File: config.mk
export PLATFORM = sky130hd
export DESIGN_NAME = bcd_sevenseg_scanner
export DESIGN_NICKNAME = d
export VERILOG_FILES = /design/src/rtl/bcd_sevenseg_scanner_pkg.sv /design/src/rtl/bcd_sevenseg_scanner_bcd_to_7seg.sv /design/src/rtl/bcd_sevenseg_scanner.sv
export SDC_FILE = /design/constraint.sdc
export NUM_CORES = 1
export LEC_CHECK = 0
export CAP_MARGIN = 20
export CORE_MARGIN = 10
export CORE_UTILIZATION = 50
export DETAILED_ROUTE_END_ITERATION = 8
export PLACE_DENSITY_LB_ADDON = 0.3
export SYNTH_ARGS = -nofsm -noshare
export SYNTH_HDL_FRONTEND = slang
export SYNTH_HIERARCHICAL = 1
export SYNTH_SLANG_ARGS = --single-unit
File: constraint.sdc
create_clock -name clk -period 2.31 [get_ports clk]
set_clock_uncertainty 0.1 [all_clocks]
set_input_delay 0.693 -clock clk [delete_from_list [all_inputs] [get_ports clk]]
set_output_delay 0.693 -clock clk [all_outputs]
set_load 0.03 [all_outputs]
File: src/rtl/bcd_sevenseg_scanner_pkg.sv
// Shared constants for the BCD seven-segment scanner.
// Segment patterns are active-low, written g..a (bit 6 = g, bit 0 = a).
package bcd_sevenseg_scanner_pkg;

  localparam int NUM_DIGITS = 4;

  localparam logic [6:0] SEG_0    = 7'b1000000;
  localparam logic [6:0] SEG_1    = 7'b1111001;
  localparam logic [6:0] SEG_2    = 7'b0100100;
  localparam logic [6:0] SEG_3    = 7'b0110000;
  localparam logic [6:0] SEG_4    = 7'b0011001;
  localparam logic [6:0] SEG_5    = 7'b0010010;
  localparam logic [6:0] SEG_6    = 7'b0000010;
  localparam logic [6:0] SEG_7    = 7'b1111000;
  localparam logic [6:0] SEG_8    = 7'b0000000;
  localparam logic [6:0] SEG_9    = 7'b0010000;
  localparam logic [6:0] SEG_DASH = 7'b0111111;
  localparam logic [6:0] SEG_OFF  = 7'b1111111;

  // A nibble outside 0..9 is not a valid BCD digit.
  function automatic logic nibble_invalid(input logic [3:0] n);
    return (n > 4'd9);
  endfunction

endpackage

File: src/rtl/bcd_sevenseg_scanner_bcd_to_7seg.sv
// bcd_to_7seg: combinational BCD to active-low seven-segment decoder.
// Ports:
//   bcd_i  [3:0]  BCD nibble; values A..F are shown as a dash
//   seg_o  [6:0]  active-low segments, bit 6 = g .. bit 0 = a
module bcd_to_7seg
  import bcd_sevenseg_scanner_pkg::*;
(
  input  logic [3:0] bcd_i,
  output logic [6:0] seg_o
);

  always_comb begin
    seg_o = SEG_DASH;
    case (bcd_i)
      4'd0:    seg_o = SEG_0;
      4'd1:    seg_o = SEG_1;
      4'd2:    seg_o = SEG_2;
      4'd3:    seg_o = SEG_3;
      4'd4:    seg_o = SEG_4;
      4'd5:    seg_o = SEG_5;
      4'd6:    seg_o = SEG_6;
      4'd7:    seg_o = SEG_7;
      4'd8:    seg_o = SEG_8;
      4'd9:    seg_o = SEG_9;
      default: seg_o = SEG_DASH;
    endcase
  end

endmodule

File: src/rtl/bcd_sevenseg_scanner.sv
// bcd_sevenseg_scanner: time-multiplexed driver for a 4-digit common-anode
// seven-segment display with optional leading-zero blanking.
// Ports:
//   clk       system clock, rising edge
//   reset     asynchronous active-high reset
//   bcd_in    [15:0] packed BCD, [3:0] = digit 0 (units) .. [15:12] = digit 3
//   load      capture strobe: bcd_in enters the shadow register on every
//             rising edge where load=1 (no handshake, holding it high gives
//             a live pass-through)
//   blank_lz  blank zero digits above the most significant non-zero digit
//   seg       [6:0] registered active-low segments, bit 6 = g .. bit 0 = a
//   an        [3:0] registered active-low digit enables, one-hot-low
//   err       registered flag, high while any shadow nibble exceeds 9
module bcd_sevenseg_scanner
  import bcd_sevenseg_scanner_pkg::*;
#(
  parameter int REFRESH_DIV = 4
) (
  input  logic        clk,
  input  logic        reset,
  input  logic [15:0] bcd_in,
  input  logic        load,
  input  logic        blank_lz,
  output logic [6:0]  seg,
  output logic [3:0]  an,
  output logic        err
);

  localparam int CNT_W = $clog2(REFRESH_DIV);
  localparam int IDX_W = $clog2(NUM_DIGITS);
  localparam logic [CNT_W-1:0] CNT_LAST = CNT_W'(REFRESH_DIV - 1);

  logic [NUM_DIGITS-1:0][3:0] shadow_q, shadow_d;
  logic [CNT_W-1:0]           cnt_q, cnt_d;
  logic [IDX_W-1:0]           idx_q, idx_d;
  logic [6:0]                 seg_q, seg_d;
  logic [NUM_DIGITS-1:0]      an_q, an_d;
  logic                       err_q, err_d;

  logic [3:0]            cur_digit;
  logic [6:0]            dec_seg;
  logic [NUM_DIGITS-1:0] zero_from;  // digit i and all higher digits are zero
  logic                  all_hi_zero;
  logic                  blank_cur;

  assign cur_digit = shadow_q[idx_q];

  bcd_to_7seg u_dec (
    .bcd_i (cur_digit),
    .seg_o (dec_seg)
  );

  always_comb begin
    shadow_d    = shadow_q;
    cnt_d       = cnt_q + CNT_W'(1);
    idx_d       = idx_q;
    zero_from   = '0;
    all_hi_zero = 1'b1;
    err_d       = 1'b0;

    if (load) begin
      shadow_d = bcd_in;
    end

    // Refresh counter wraps at REFRESH_DIV-1; the scan index steps on the wrap.
    if (cnt_q == CNT_LAST) begin
      cnt_d = '0;
      idx_d = idx_q + IDX_W'(1);
    end

    // Walk from the most significant digit down, accumulating "all zero so far".
    for (int i = NUM_DIGITS - 1; i >= 0; i--) begin
      all_hi_zero  = all_hi_zero & (shadow_q[i] == 4'd0);
      zero_from[i] = all_hi_zero;
    end

    // Units digit is always shown so a zero value still displays "0".
    blank_cur = blank_lz && (idx_q != '0) && zero_from[idx_q];

    an_d  = ~(NUM_DIGITS'(1) << idx_q);
    seg_d = blank_cur ? SEG_OFF : dec_seg;

    for (int i = 0; i < NUM_DIGITS; i++) begin
      err_d = err_d | nibble_invalid(shadow_q[i]);
    end
  end

  always_ff @(posedge clk or posedge reset) begin
    if (reset) begin
      shadow_q <= '0;
      cnt_q    <= '0;
      idx_q    <= '0;
      seg_q    <= SEG_OFF;
      an_q     <= '1;
      err_q    <= 1'b0;
    end else begin
      shadow_q <= shadow_d;
      cnt_q    <= cnt_d;
      idx_q    <= idx_d;
      seg_q    <= seg_d;
      an_q     <= an_d;
      err_q    <= err_d;
    end
  end

  assign seg = seg_q;
  assign an  = an_q;
  assign err = err_q;

endmodule

After elaboration in Yosys (flattened, before gate mapping)
Memory sizes are Yosys's and may differ from the RTL's.
Cells that the tools add are included.
Widths: inputs -> output; s select.

storage, ports and cells
  register bits = 32
  ROM bits = 112
  input bits = 20
  memories = 1

operators by class
  add/sub/neg operators = 2
  order comparisons = 5
  equal/unequal tests = 1
  shift operators = 1
  multiplexer cells = 6
  bitwise operators = 7
  reductions and logical operators = 7

memory list
  name             words  bits a word  read ports  clocked after memory_dff  write ports  line                                    text
  (no name shown)  16     7            1           0                         0            bcd_sevenseg_scanner_bcd_to_7seg.sv:14  case (bcd_i)

operator list
  cell                 count
  $gt 4x4->1 const B   4
  $logic_not 4->1      4
  $bmux 4 s2           1
  $mux 7               1
  $add 2x1->2 const B  2
  $mux 4               1
  $not 4->4            1
  $shl 1x2->4 const A  1
  $and 1x1->1          3
  $lt 2x3->1 const B   1
  $or 1x1->1           3
  $bmux 1 s2           1
  $eq 2x2->1 const B   1
  $logic_and 1x1->1    2
  $mux 2               1
  $reduce_bool 2->1    1
  $mux 1               1

Longest topological paths before layout
Gate-level depths: netlist of the first run.

  depth in word-level cells = 8
  depth in mapped cells = 7
  gate-level depth less buffers = 6

By module
Netlist of the first run, hierarchy kept.

modules (own cells, without submodules)
  module                times used  cells an instance  area an instance (um^2)  sequential area each (um^2)
  bcd_sevenseg_scanner  1           94                 1362.6                   814.5
  bcd_to_7seg           1           31                 240.2                    0.0

Worst setup path after synthesis of the first run
OpenSTA, ideal clock, no wires.

  kind = register to register
  from = reg idx_q[0]
  to = reg seg_q[2], in the netlist seg[2]
  arrival = 1.785 ns
  required time = 2.118 ns
  slack = 0.333 ns
  stages on the path, launching flop included = 7
  path buffers = 2
  cells stage by stage = dfrtp_1 -> buf_2 -> mux4_1 -> buf_6 -> or2_1 -> a21o_1 -> o21bai_1

on the way
  cells in the longest elaborated chain, start to end = 4
  elaborated cells between the ends (all ways) = 9
  classes of those cells = mux: 5; reduce/logical: 3; memory: 1

RTL lines
  element                       line                         text
  start, declared               bcd_sevenseg_scanner.sv:35   logic [IDX_W-1:0] idx_q, idx_d;
  start signal, assigned        bcd_sevenseg_scanner.sv:99   idx_q <= idx_d;
  $bmux 4 s2                    bcd_sevenseg_scanner.sv:46   assign cur_digit = shadow_q[idx_q];
  $mux 4 (not written as such)  bcd_sevenseg_scanner.sv:46
  net cur_digit[2]              bcd_sevenseg_scanner.sv:40   logic [3:0] cur_digit;
  $mem_v2 16x7                  n/a
  net dec_seg[2]                bcd_sevenseg_scanner.sv:41   logic [6:0] dec_seg;
  $mux 7                        bcd_sevenseg_scanner.sv:81   seg_d = blank_cur ? SEG_OFF : dec_seg;
  net seg_d[2]                  bcd_sevenseg_scanner.sv:36   logic [6:0] seg_q, seg_d;
  end signal, assigned          bcd_sevenseg_scanner.sv:100  seg_q <= seg_d;
  end, declared                 bcd_sevenseg_scanner.sv:36

The timed path passes the listed nets, and every way through them passes these cells. The select of a mux whose other input is x is not followed.
A chain may end at the register's enable or synchronous reset.

Worst setup path after layout of the first run
  from = reg err_q, in the netlist err
  to = out err

RTL lines
  element                 line                         text
  start, declared         bcd_sevenseg_scanner.sv:38   logic err_q, err_d;
  start signal, assigned  bcd_sevenseg_scanner.sv:102  err_q <= err_d;
  end, declared           bcd_sevenseg_scanner.sv:26   output logic err

No word-level cell between the ends.

==> results of run 1 <==
## stage by stage
stage               std cells  hold slack (ns)  power [W]  setup slack [ns]
floorplan                 125            0.303   0.000843             0.333
global placement          196            0.314   0.000935             0.250
detailed placement        196            0.320   0.000946             0.169
CTS                       204            0.336    0.00135             0.155
global route              204            0.381    0.00140             0.117
finish                    204            0.328    0.00133             0.179
## what timing repair did
| action | CTS | global route |
|---|---|---|
| setup endpoints to repair | 11 | 2 |
| hold buffers | 0 | 0 |
| resized for setup | 11 | 1 |
| gates cloned | 0 | 0 |
## logic make-up after synthesis
| group | after synthesis | share of synthesized area (%) |
|---|---|---|
| flops | 32 | 50.8 |
| compound gates | 23 | 9.99 |
| simple gates | 21 | 8.43 |
| mux | 20 | 17.0 |
| buf+inv | 18 | 5.39 |
| fa+ha+maj | 10 | 7.81 |
| xor+xnor | 1 | 0.547 |
## path summary, 6_finish.rpt
check	from	to	slack, ns	depth (start not counted)
setup / recovery	err	err	0.18	1
min in group asynchronous	reset	idx_q[1]	0.62	3
hold / removal	cnt_q[0]	cnt_q[0]	0.33	1
max in group asynchronous	reset	seg[1]	1.17	3
hold reg to reg	cnt_q[0]	cnt_q[0]	0.33	1
setup reg to reg	idx_q[0]	seg[1]	0.29	6
## sequential cells by signal, indices dropped and copies added, names as in the netlist
name / count
seg: 7
err: 1
idx_q: 2
shadow_q: 16
an: 4
cnt_q: 2
## power by group through the flow
stage	logic (W)	registers [W]	clock network (W)
finish	0.000260	0.000657	0.000416
global placement	0.000268	0.000667	0
global route	0.000283	0.000664	0.000456
CTS	0.000264	0.000657	0.000430
floorplan	0.000136	0.000707	0
detailed placement	0.000277	0.000669	0
## metal layers
metal  global-route usage [%]  part of all wire, %
met5                        0                    0
met4                     5.58                  2.0
met3                     3.66                  6.5
met2                     18.1                   48
met1                     11.5                   43
## final cells by class
class	count	area, um2
tap	44	55.1
sequential	32	816
clock inverter	2	35.0
fill	255	1050
timing repair buffer	33	312
multi-input combinational	75	702
clock buffer	6	41.3
inverter	12	45.0
## cell usage after synthesis, types with 3 or more instances
master / number
buf_2: 3
dfrtp_1: 21
dfstp_2: 11
ha_1: 10
inv_1: 12
mux2_2: 15
mux4_2: 3
nand2_1: 4
nor2_1: 4
o21ai_0: 7
o21bai_1: 7
==> flow_metrics.tcl, run 1 <==
set metrics [dict create \
    crit_chain "clkdlybuf4s50_1" \
    cellInternalPower_w 0.000980 \
    end_kind "output pin" \
    worstMarginPinSlew_ns 0.622 \
    antenna_found_initial 0 \
    ys.flop_type "dfrtp_1" \
    first_iter_violations 57 \
    clk_pin_slew_ns 0.10 \
    postRouteAntennaNets 0 \
    wl_per_cell_um 14.7 \
    die_h_um 76.6 \
    power_density_nw_per_um2 664 \
    syn_to_final_growth_pct 25.1 \
    cts_root_buffer "clkbuf_4" \
    status "complete, no violations" \
    fin_crit_sh_pct 92.2 \
    vias 1044 \
    n_antenna_cell 0 \
    nets 189 \
    fin_crit_ns 2.13 \
    syn_nets 155 \
    cts.path.max_buffers 2 \
    design.die.area_um2 5870 \
    io_pins 32 \
    cts.sinks 32 \
    finalSetupTns_ns 0 \
    switching_share_pct 26.4 \
    cts_htree_levels 2 \
    slew_headroom_pct 58.5 \
    combPwrFrac_pct 19.5 \
    synth_top_area_share_pct 32.8 \
    seqPwrFrac_pct 49.3 \
    slew_violations 0 \
    viasPerCell 5.12 \
    critPathSlowestCell "clkdlybuf4s50_1" \
    grt_usage_pct 10.7 \
    synth_area_per_cell_um2 12.8 \
    max-cap-violations 0 \
    layout-drive-gt1-share_pct 26.9 \
    slowest_delay_ns 0.66 \
    die_w_um 76.6 \
    cts_buffers 5 \
    synth_area_um2 1600 \
    route.detailed.drc 0 \
    arrival_ns 1.34 \
    irDropWorstVdd_uv 367 \
    ys_types 35 \
    dpl_cell_area_um2 1940 \
    grt_pass1_vias 1126 \
    path_class "reg2out" \
    gr-total-overflow 0 \
    worstPathRequired_ns 1.52 \
    drt_wl_total_um 3000 \
    finish.instance_area_um2 2010 \
    synth-edff-count 0 \
    coreArea_um2 3050 \
    gp_congestion 0.782 \
    final_hold_viol_count 0 \
    yosysWarnings 6 \
    ys_seq_elements 32 \
    worst-path-buf-inv 1 \
    grt_pass1_wl_um 5150 \
    clock_power_share_pct 31.2 \
    layout_common_cells "dfrtp_1 (20), clkdlybuf4s50_1 (20), mux2_2 (15)" \
    rsz0062_at_grt "false" \
    io_buffers 31 \
    row_count 20 \
    cts_setup_buffers 0 \
    synth_area_leaders "dfrtp_1 (33%), dfstp_2 (18%), mux2_2 (11%)" \
    yosysSeqAreaShare_pct 50.8 \
    clock_latency_ns 0.34 \
    p_leak_nw 0.853 \
    path_max_fanout 1 \
    drt_first_pass_iters 4 \
    crit_family "buffers and inverters" \
    yosysTopAreaCell "dfrtp_1" \
    hpwl_um 2370 \
    cts_tree "yes" \
    p_sw_w 0.000352 \
    fmax_ghz 0.469 \
    setup_viol 0 \
    grt_max_degree 33 \
    synth_cells 125 \
    critPathLaunchType "register" \
    fin_util_pct 65.7 \
    ys_async_sr_fraction_pct 100 \
    initial_core_util_pct 52.5 \
    hold_class "reg2reg" \
]
Note: power is estimated with default switching activity, not from simulation.
==> inputs of run 2 (changes only) <==
Settings changed: SYNTH_HIERARCHICAL 1 to not set.
==> run 2 against run 1 <==
Hold slack better by 0.0032 ns; core utilization is 1.5 points lower; synthesized area is 4.4% lower.
==> flow_metrics.tcl, run 2 <==
set metrics [dict create \
    rsz0062_at_grt "false" \
    fin_crit_ns 2.11 \
    ys_seq_elements 32 \
    layout_common_cells "dfrtp_1 (21), clkdlybuf4s50_1 (20), mux2_2 (16)" \
    row_count 20 \
    ys_async_sr_fraction_pct 100 \
    cts.path.max_buffers 2 \
    irDropWorstVdd_uv 495 \
    route.detailed.drc 0 \
    slowest_delay_ns 0.67 \
    syn_to_final_growth_pct 25.9 \
    synthTopCellsByCount "dfrtp_1 (21), mux2_2 (16), inv_1 (12)" \
    first_iter_violations 35 \
    final_common_cell "dfrtp_1" \
    grt_max_degree 33 \
    clock_latency_ns 0.32 \
    synth_area_um2 1530 \
    grt_pass1_wl_um 4870 \
    synth_top_area_share_pct 34.3 \
    cts_tree "yes" \
    io_buffers 31 \
    antenna_found_initial 0 \
    setup_viol 0 \
    layout-drive-gt1-share_pct 26.1 \
    synth_area_per_cell_um2 12.9 \
    dpl_cell_area_um2 1870 \
    yosysSeqAreaShare_pct 53.2 \
    gp_congestion 0.879 \
    synth_area_leaders "dfrtp_1 (34%), dfstp_2 (19%), mux2_2 (12%)" \
    cts_buffers 5 \
    gr-total-overflow 0 \
    synth_compound_area_share_pct 8.01 \
    largest-register "shadow_q" \
    cts_root_buffer "clkbuf_4" \
    io_pins 32 \
    worst-path-buf-inv 1 \
    whs_ns 0.331 \
    critPathLaunchType "register" \
    p_leak_nw 0.842 \
    die_h_um 75.3 \
    clk_pin_slew_ns 0.09 \
    fmax_ghz 0.475 \
    grt_usage_pct 11.1 \
    vias 999 \
    wl_per_cell_um 14.9 \
    yosysMostFrequentCell "dfrtp_1" \
    nets 187 \
    final_hold_viol_count 0 \
    synth_top_family_by_area "multiplexers" \
    crit_chain "clkdlybuf4s50_1" \
    cts.sinks 32 \
    drt_wl_total_um 2820 \
    max-cap-violations 0 \
    initial_core_util_pct 51.0 \
    viasPerCell 5.26 \
    path_class "reg2out" \
    die_w_um 75.3 \
    coreArea_um2 3000 \
    drt_first_pass_iters 4 \
    yosys.area_share.simple_pct 5.72 \
    synth_mux_area_share_pct 17.9 \
    hpwl_um 2250 \
    finalSetupTns_ns 0 \
    ys.flop_type "dfrtp_1" \
    synth_fa_ha_area_share_pct 8.99 \
    yosysTopAreaCell "dfrtp_1" \
    power_density_nw_per_um2 633 \
    n_antenna_cell 0 \
    finish.instance_area_um2 1930 \
    synth-edff-count 0 \
    critPathSlowestCell "clkdlybuf4s50_1" \
    grt_pass1_vias 1062 \
    ys_types 27 \
    fin_crit_sh_pct 91.2 \
    hold_class "reg2reg" \
    arrival_ns 1.31 \
    path_max_fanout 1 \
    syn_nets 150 \
    slew_violations 0 \
    postRouteAntennaNets 0 \
    cts_hold_buf 0 \
    worstPathRequired_ns 1.52 \
    end_kind "output pin" \
    status "complete, no violations" \
    worstMarginPinSlew_ns 0.395 \
    synth_cells 119 \
    largest_reg_flops 16 \
    slew_headroom_pct 73.7 \
    cts_htree_levels 2 \
    yosysWarnings 0 \
    crit_family "buffers and inverters" \
    power_w 0.00122 \
    design.die.area_um2 5680 \
    synth-xor-area-share_pct 0.572 \
]
## run 2: cell count changes in the layout (fill, tap and decap cells not counted), sizes merged, moves of 3 or more
cell | previous run | this run
dlygate4sd2 | 11 | 8
dlymetal6s2s | 0 | 3
o21bai | 7 | 0
o21ai | 7 | 10
## run 2: where the power goes
group,internal (W),switching (W)
registers,0.000626,0.0000321
clock network,0.000150,0.000165
logic,0.000117,0.000130
## run 2: routing by layer
metal / GRT usage [%] / share of wire (%) / vias up
met5: 0 / 0 / -
met4: 2.89 / 0.67 / 0
met3: 4.82 / 8.6 / 2
met2: 18.9 / 52 / 25
met1: 12.4 / 39 / 481
li1: - / - / 491
## run 2: path summary, 6_finish.rpt
kind	endpoint	depth (start not counted)	slack, ns	start
hold reg to reg	cnt_q[0]	1	0.33	cnt_q[0]
setup reg to reg	seg[5]	6	0.44	idx_q[0]
min in group asynchronous	idx_q[1]	3	0.66	reset
setup / recovery	err	1	0.20	err
max in group asynchronous	seg[5]	3	1.13	reset
hold / removal	cnt_q[0]	1	0.33	cnt_q[0]
## run 2: cells by family (layout without fill, tap and decap cells)
family | after synthesis | count (layout)
muxes | 20 | 20
buffers and inverters | 17 | 55
DFF | 32 | 32
and+or+nand+nor | 18 | 18
AOI/OAI and AO/OA | 20 | 20
adders and majority gates | 11 | 11
xor gates and xnor gates | 1 | 1
## run 2: layout make-up
type,count,area (um2)
Multi-Input combinational cell,70,631
Sequential cell,32,815
Clock buffer,8,58.8
Fill cell,232,1070
Tap cell,33,41.3
Inverter,12,45.0
Timing Repair Buffer,35,338
## run 2: stage by stage
step                setup slack [ns]  instances  util [%]
detailed placement             0.342        182      62.3
finish                         0.204        190      64.2
global route                   0.130        190      64.2
global placement               0.358        182      62.3
floorplan                      0.431        119         -
CTS                          0.00139        190      64.0
## run 2: repair_timing
action	CTS	global route
hold endpoints to repair	0	0
gates cloned	0	0
resized for setup	8	3
buffers inserted	0	0
endpoints found under the setup margin	8	3
